File: config.mk
export PLATFORM = sky130hd
export DESIGN_NAME = pipelined_rotate_shifter
export DESIGN_NICKNAME = d
export VERILOG_FILES = /design/src/rtl/shifter_pkg.sv /design/src/rtl/shift_stage.sv /design/src/rtl/pipelined_rotate_shifter.sv
export SDC_FILE = /design/constraint.sdc
export NUM_CORES = 1
export LEC_CHECK = 0
export ABC_AREA = 1
export CELL_PAD_IN_SITES_DETAIL_PLACEMENT = 1
export CELL_PAD_IN_SITES_GLOBAL_PLACEMENT = 1
export CORE_MARGIN = 1.5
export CORE_UTILIZATION = 28
export CTS_CLUSTER_DIAMETER = 60
export DETAILED_ROUTE_END_ITERATION = 6
export PLACE_DENSITY_LB_ADDON = 0.1
export SYNTH_ARGS = -nofsm -noshare
export SYNTH_HDL_FRONTEND = slang
export SYNTH_SLANG_ARGS = --single-unit
File: constraint.sdc
create_clock -name clk -period 1.4 [get_ports clk]
set_input_delay 0.14 -clock clk [delete_from_list [all_inputs] [get_ports clk]]
set_output_delay 0.14 -clock clk [all_outputs]
set_load 0.01 [all_outputs]
File: src/rtl/shifter_pkg.sv
// rtl/shifter_pkg.sv - op encodings and per-stage shift helper for the rotate/shift pipeline
package shifter_pkg;

  localparam int OP_W  = 3;
  localparam int MAX_W = 64;

  localparam logic [OP_W-1:0] OP_ROL = 3'b000;
  localparam logic [OP_W-1:0] OP_ROR = 3'b001;
  localparam logic [OP_W-1:0] OP_LSL = 3'b010;
  localparam logic [OP_W-1:0] OP_LSR = 3'b011;
  localparam logic [OP_W-1:0] OP_ASR = 3'b100;

  // Shift a w-bit value (held in the low bits of d) by s, 0 < s < w; w and s fold to constants.
  function automatic logic [MAX_W-1:0] stage_shift(input logic [MAX_W-1:0] d,
                                                   input logic [OP_W-1:0]  op,
                                                   input int unsigned      w,
                                                   input int unsigned      s);
    logic [MAX_W-1:0] mask;
    logic [MAX_W-1:0] dm;
    logic [MAX_W-1:0] fill;
    mask = (MAX_W'(1) << w) - MAX_W'(1);
    dm   = d & mask;
    fill = (|(dm >> (w - 1))) ? (mask & ~(mask >> s)) : '0;
    case (op)
      OP_ROL:  stage_shift = ((dm << s) | (dm >> (w - s))) & mask;
      OP_ROR:  stage_shift = ((dm >> s) | (dm << (w - s))) & mask;
      OP_LSL:  stage_shift = (dm << s) & mask;
      OP_LSR:  stage_shift = dm >> s;
      OP_ASR:  stage_shift = (dm >> s) | fill;
      default: stage_shift = dm;
    endcase
  endfunction

endpackage

File: src/rtl/shift_stage.sv
// rtl/shift_stage.sv - one registered log-shifter stage (shift by 2^K), flags with SHIFTER_FLAGS_EN
module shift_stage
  import shifter_pkg::*;
#(
  parameter int WIDTH = 8,
  parameter int K     = 0,
  localparam int AW   = $clog2(WIDTH)
) (
  input  logic             clk,
  input  logic             rst_n,
  input  logic             i_load,
  input  logic             i_valid,
  input  logic [WIDTH-1:0] i_data,
  input  logic [OP_W-1:0]  i_op,
  input  logic [AW-1:0]    i_amt,
`ifdef SHIFTER_FLAGS_EN
  input  logic             i_carry,
  output logic             o_carry,
  output logic             o_zero,
`endif
  output logic             o_valid,
  output logic [WIDTH-1:0] o_data,
  output logic [OP_W-1:0]  o_op,
  output logic [AW-1:0]    o_amt
);

  logic             r_valid;
  logic [WIDTH-1:0] r_data;
  logic [OP_W-1:0]  r_op;
  logic [AW-1:0]    r_amt;
  logic [WIDTH-1:0] w_shifted;

  assign w_shifted = i_amt[K] ? WIDTH'(stage_shift(MAX_W'(i_data), i_op, WIDTH, 1 << K)) : i_data;

`ifdef SHIFTER_FLAGS_EN
  logic r_carry;
  logic r_zero;

  always_ff @(posedge clk or negedge rst_n) begin
    if (!rst_n) begin
      r_carry <= 1'b0;
      r_zero  <= 1'b0;
    end else if (i_load && i_valid) begin
      r_carry <= i_carry;
      r_zero  <= (w_shifted == '0);
    end
  end

  assign o_carry = r_carry;
  assign o_zero  = r_zero;
`endif

  // Payload only moves with a valid op, so idle-cycle garbage never reaches the registers.
  always_ff @(posedge clk or negedge rst_n) begin
    if (!rst_n) begin
      r_valid <= 1'b0;
      r_data  <= '0;
      r_op    <= '0;
      r_amt   <= '0;
    end else if (i_load) begin
      r_valid <= i_valid;
      if (i_valid) begin
        r_data <= w_shifted;
        r_op   <= i_op;
        r_amt  <= i_amt;
      end
    end
  end

  assign o_valid = r_valid;
  assign o_data  = r_data;
  assign o_op    = r_op;
  assign o_amt   = r_amt;

endmodule

File: src/rtl/pipelined_rotate_shifter.sv
// rtl/pipelined_rotate_shifter.sv - log2(WIDTH)-stage rotate/shift pipeline with valid/ready flow
// SHIFTER_FLAGS_EN adds out_carry/out_zero, pipelined alongside the data.
module pipelined_rotate_shifter
  import shifter_pkg::*;
#(
  parameter int WIDTH = 8,
  localparam int AW   = $clog2(WIDTH)
) (
  input  logic             clk,
  input  logic             rst_n,
  input  logic             in_valid,
  output logic             in_ready,
  input  logic [WIDTH-1:0] in_data,
  input  logic [AW-1:0]    in_amt,
  input  logic [OP_W-1:0]  in_op,
  output logic             out_valid,
  input  logic             out_ready,
`ifdef SHIFTER_FLAGS_EN
  output logic             out_carry,
  output logic             out_zero,
`endif
  output logic [WIDTH-1:0] out_data
);

  logic [AW:0]      w_valid;
  logic [AW-1:0]    w_load;
  logic [WIDTH-1:0] w_data [0:AW];
  logic [OP_W-1:0]  w_op   [0:AW];
  logic [AW-1:0]    w_amt  [0:AW];

  assign w_valid[0] = in_valid;
  assign w_data[0]  = in_data;
  assign w_op[0]    = in_op;
  assign w_amt[0]   = in_amt;

`ifdef SHIFTER_FLAGS_EN
  logic [AW:0]   w_carry;
  logic          w_zero [0:AW-1];
  logic [AW-1:0] w_amt_neg;
  logic [AW-1:0] w_amt_m1;
  logic          w_carry_in;

  assign w_amt_neg = -in_amt;
  assign w_amt_m1  = in_amt - 1'b1;

  // Carry depends only on the original operand, so it is resolved on entry and just carried along.
  always_comb begin
    w_carry_in = 1'b0;
    if (in_amt != '0) begin
      case (in_op)
        OP_ROL, OP_LSL:         w_carry_in = in_data[w_amt_neg];
        OP_ROR, OP_LSR, OP_ASR: w_carry_in = in_data[w_amt_m1];
        default:                w_carry_in = 1'b0;
      endcase
    end
  end

  assign w_carry[0] = w_carry_in;
  assign out_carry  = w_carry[AW];
  assign out_zero   = w_zero[AW-1];
`endif

  for (genvar k = 0; k < AW; k++) begin : g_stage
    // A stage loads when some stage at or after it is empty, or the output drains.
    assign w_load[k] = out_ready | ~(&w_valid[AW:k+1]);

    shift_stage #(
      .WIDTH (WIDTH),
      .K     (k)
    ) u_stage (
      .clk     (clk),
      .rst_n   (rst_n),
      .i_load  (w_load[k]),
      .i_valid (w_valid[k]),
      .i_data  (w_data[k]),
      .i_op    (w_op[k]),
      .i_amt   (w_amt[k]),
`ifdef SHIFTER_FLAGS_EN
      .i_carry (w_carry[k]),
      .o_carry (w_carry[k+1]),
      .o_zero  (w_zero[k]),
`endif
      .o_valid (w_valid[k+1]),
      .o_data  (w_data[k+1]),
      .o_op    (w_op[k+1]),
      .o_amt   (w_amt[k+1])
    );
  end

  assign in_ready  = w_load[0];
  assign out_valid = w_valid[AW];
  assign out_data  = w_data[AW];

endmodule

Word level (Yosys, flattened, before mapping)
Cells that the tools add are included.
{"block": "totals", "word_cells": 54, "ff_bits": 39}
{"block": "classes", "n_eq_ne": 12, "muxes": 9, "bitwise_logic": 14, "n_reduce_logical": 9}
{"cell": "8-bit case mux with 5 select lines", "count": 2}
{"cell": "8-bit 2-to-1 mux", "count": 6}
{"cell": "8-bit case mux with 4 select lines", "count": 1}
{"cell": "3-bit by 2-bit == test with 1-bit output (second input constant)", "count": 6}
{"cell": "6-bit by 8-bit OR with 8-bit output", "count": 2}
{"cell": "7-bit by 8-bit OR with 8-bit output", "count": 2}
{"cell": "3-bit by 1-bit == test with 1-bit output (second input constant)", "count": 3}
{"cell": "3-bit == test (second input constant)", "count": 3}
{"cell": "3-bit logical NOT", "count": 3}
{"cell": "4-bit by 8-bit OR with 8-bit output", "count": 1}
{"cell": "8-bit by 1-bit OR with 8-bit output", "count": 1}
{"cell": "8-bit by 2-bit OR with 8-bit output", "count": 1}
{"cell": "8-bit by 4-bit OR with 8-bit output", "count": 1}
{"cell": "2-bit AND reduction", "count": 4}
{"cell": "1-bit inverter", "count": 3}
{"cell": "1-bit OR", "count": 3}
{"cell": "3-bit AND reduction", "count": 1}
{"cell": "2-bit OR reduction", "count": 1}

Longest topological paths before layout
{"block": "logic_depth", "word_depth": 4, "depth_mapped": 8, "depth_no_buf": 7}

Modules after synthesis
From an unflattened synthesis, not the netlist that was laid out.
{"block": "unflattened", "hier_cells": 335, "area_unflattened_um2": 2426.1}
{"mod": "shift_stage (g_stage[1].u_stage)", "seq_area_each_um2": 375.4, "cells_per_inst": 119, "instances": 1, "area_each_um2": 839.6}
{"mod": "shift_stage (g_stage[0].u_stage)", "seq_area_each_um2": 375.4, "cells_per_inst": 115, "instances": 1, "area_each_um2": 802.0}
{"mod": "shift_stage (g_stage[2].u_stage)", "seq_area_each_um2": 375.4, "cells_per_inst": 97, "instances": 1, "area_each_um2": 765.7}
{"mod": "pipelined_rotate_shifter", "seq_area_each_um2": 0.0, "cells_per_inst": 4, "instances": 1, "area_each_um2": 18.8}

Worst setup path before layout
Ideal clock, no wire load.
{"block": "synth_timing", "path_kind": "register to register", "start": "reg g_stage[2].u_stage.r_valid", "end": "reg g_stage[0].u_stage.r_data[5]", "path_stages_with_launch": 9, "path_buffers": 1, "slack_ps": 205, "t_arrival_ps": 1079, "setup_ps": 116, "t_required_ps": 1284, "path_cell_list": "dfrtp_1 > inv_1 > nor2_2 > nand3_2 > nand2_4 > buf_6 > a21oi_1 > nand2_1 > nand2_1"}
{"block": "synth_via", "elab_chain_cells": 4}
{"element": "from (decl)", "line_no": "shift_stage.sv:27", "source": "logic r_valid;"}
{"element": "from (signal assigned)", "line_no": "shift_stage.sv:61", "source": "r_valid <= i_valid;"}
{"element": "3-bit AND reduction", "line_no": "pipelined_rotate_shifter.sv:65", "source": "assign w_load[k] = out_ready | ~(&w_valid[AW:k+1]);"}
{"element": "1-bit inverter", "line_no": "pipelined_rotate_shifter.sv:65"}
{"element": "1-bit OR", "line_no": "pipelined_rotate_shifter.sv:65"}
{"element": "named net in_ready", "line_no": "pipelined_rotate_shifter.sv:12", "source": "output logic in_ready,"}
{"element": "2-bit AND reduction (no line)"}
{"element": "to (signal assigned)", "line_no": "shift_stage.sv:63", "source": "r_data <= w_shifted;"}
{"element": "to (decl)", "line_no": "shift_stage.sv:28", "source": "logic [WIDTH-1:0] r_data;"}
The timed path passes the listed nets, and every way through them passes these cells.
A chain may end at the register's enable or synchronous reset.

Final worst setup path
{"block": "layout_timing", "start": "reg g_stage[2].u_stage.r_valid", "end": "out out_valid"}
{"element": "to (decl)", "line_no": "pipelined_rotate_shifter.sv:16", "source": "output logic out_valid,"}
No word-level cell between the ends.

==> out/metrics.yaml <==
fin_tns_setup_ns: 0
overflow: 0
powerDensity_nw_per_um2: 1590
drt-initial-drc-count: 18
worst_slew_pin_slew_ns: 0.362
grt_pass1_wl_um: 8620
slew_headroom_pct: 75.8
synthTopCellsByArea: "dfrtp_1 (45%), nand2_1 (19%), nor2_1 (5.6%)"
setup_viol_count_final: 0
synthCells: 281
synth_top_family_by_area: "simple AND/OR/NAND/NOR gates"
clock.fmax_ghz: 0.757
drc: 0
syn_area_per_cell_um2: 7.20
period_minus_slack_ns: 1.32
synth_ff_type: "dfrtp_1"
cpPeakStageDelay_ns: 0.54
fin_crit_sh_pct: 94.4
vias: 1855
slew_viol_final: 0
synthesis.nets: 299
wl_per_cell_um: 11.7
antenna_found_initial: 0
cts.sinks: 36
hold_violations: 0
grt_pass1_vias: 1896
synth-edff-count: 0
synthAdderAreaFrac_pct: 0
p_total_mw: 4.20
synth_xor_area_share_pct: 0
cts_tree: "done"
leakage_nw: 1.29
fin_util_pct: 38.1
ios: 28
required_ns: 1.26
die_w_um: 88.0
htreeDepth: 2
yosysUniqueCellTypes: 21
path_delay_family: "buffers and inverters"
antenna_left: 0
root_buffer: "clkbuf_8"
insertedDiodeCount: 0
start_util_pct: 29.3
ir_drop_uv: 372
async_flop_share_pct: 100
yosysSeqAreaShare_pct: 44.5
crit_arrival_ns: 1.18
setup_slack_ns: 0.0785
rrSetupSlack_ns: 0.08
nets: 341
synthMuxAreaShare_pct: 0
die_area_um2: 7740
path_class: "register to output port"
cap_violations: 0
finClkSkew_ns: 0.00843
yosysTopAreaCellShare_pct: 44.5
track_usage_pct: 14.3
status: "finished clean"
hp-class: "primary input to async pin"
drt-total-wl_um: 4920
synth_compound_area_share_pct: 10.1
post-place-ws_ns: -0.132
grt_max_degree: 37
end_kind: "output port"
drtPass1Iterations: 4
drive_above_1_share_pct: 14.2
rows: 30
multi_input_area_um2: 992
worstPathCellList: "clkdlybuf4s50_1"
gp_congestion: 0.730
register_area_um2: 902
slowest_stage: "clkdlybuf4s50_1"
ys_ff_latch: 36
cp_num_buf_inv: 1
yosys.area_share.simple_pct: 37.3
yosysTopAreaCell: "dfrtp_1"
nFillCells: 891
synth_area_um2: 2020
ys_warn_count: 0
area_delta_synth_final_pct: 30.1
cts_made_buffers: 5
dieHeight_um: 88.0
clk-insertion-delay-late_ns: 0.29
via_per_inst: 4.42
critical_path.max_fanout: 2
clk_pin_slew_ns: 0.08
core_area_um2: 6910
cp-start-kind: "register"
cts_buffer_depth: 2
hold_buffers: 0
io_buffers: 27
dp_hpwl_um: 3720
[logic make-up (layout without fill, tap and decap cells)]
| family | after synthesis | count (layout) |
|---|---|---|
| simple gates | 171 | 172 |
| compound gates | 38 | 38 |
| flops | 36 | 36 |
| buf+inv | 36 | 78 |
[power breakdown]
group / internal (mW) / switching [mW] / leakage [nW]
clock: 0.393 / 0.377 / 0.0510
sequential: 1.39 / 0.268 / 0.436
combinational: 0.797 / 0.971 / 0.808
total: 2.58 / 1.62 / 1.29
[worst paths after layout]
| kind | cells after the start | startpoint | endpoint |
|---|---|---|---|
| worst min register to register | 2 | g_stage[2].u_stage.o_data[1] | g_stage[2].u_stage.o_data[1] |
| worst min-delay path | 2 | rst_n | g_stage[2].u_stage.o_data[6] |
| worst max-delay path | 1 | g_stage[2].u_stage.o_valid | out_valid |
| max in group asynchronous | 2 | rst_n | g_stage[0].u_stage.o_op[0] |
| min in group clk | 3 | in_amt[2] | g_stage[0].u_stage.o_amt[2] |
| worst max register to register | 6 | g_stage[0].u_stage.o_op[1] | g_stage[1].u_stage.o_data[0] |
[per-stage QoR]
step | std cells | hold slack [ns] | instance area [um2]
detailed placement | 410 | 0.466 | 2490
global placement | 410 | 0.462 | 2490
finish | 420 | 0.223 | 2630
global route | 420 | 0.235 | 2630
CTS | 418 | 0.218 | 2590
floorplan | 281 | -0.156 | 2020
[worst reg2reg max path, cell delays in order, from the launching register on]
cell     delay (ns)
dfrtp_1        0.44
nor2_4         0.18
nor2_4         0.08
nor2_4         0.25
nand3_1        0.12
nand2_1        0.09
nand2_1        0.05
[sequential cells by signal, indices dropped and copies added, names as in the netlist]
name                     cells
g_stage.u_stage.o_amt        3
g_stage.u_stage.o_data      24
g_stage.u_stage.o_op         6
g_stage.u_stage.o_valid      3
[area by class of cell]
type,count,share of cell area (%)
clock inverter,2,0.380
sequential,36,34.3
clock buffer,6,3.14
inverter,29,4.28
tap,96,4.56
multi-input combinational,210,37.7
timing repair buffer,41,15.6
[cells in the mapped netlist (2+ instances only)]
library cell    n
inv_1          28
dfrtp_1        36
buf_4           3
nand4_1         4
nand2_1       103
o211ai_1        4
buf_6           2
o21ai_0        17
buf_2           2
nor2_2          3
nand2_2         4
a21oi_1        15
nand3_1        20
nor2_1         30
nor2_4          4
[routing by layer]
metal	wire length (um)	vias to the layer above	GRT usage, %
met5	0	-	0
met4	93	0	6.49
met3	135	7	2.54
met2	2510	35	25.7
met1	2180	845	16.4
li1	-	968	-
[layout by cell type, fill, tap and decap left out]
cell type,Yosys,layout
buf_6,2,1
buf_2,2,1
nand4_1,4,4
buf_4,3,10
a21oi_1,15,15
nand3_1,20,20
nand2_4,1,2
o21ai_1,1,1
buf_12,0,3
nand2_1,103,101
o21ai_2,1,1
nor2_1,30,30
clkinv_2,0,2
nor2_8,1,1
clkbuf_8,0,6
nand3_4,0,1
clkdlybuf4s50_1,0,26
inv_1,28,25
dfrtp_2,0,1
nor2_4,4,6
o21ai_0,17,17
nand2_2,4,5
dfrtp_1,36,35
inv_2,1,3
o211ai_1,4,4
nor2_2,3,2
clkinvlp_4,0,1
[timing repair]
action | 4_1_cts | 5_1_grt
pin swaps | 1 | 8
cloned | 0 | 1
gates resized for setup | 3 | 11
setup buffers | 0 | 1
endpoints found under the setup margin | 1 | 14
Power figures use the tool's default switching activity.
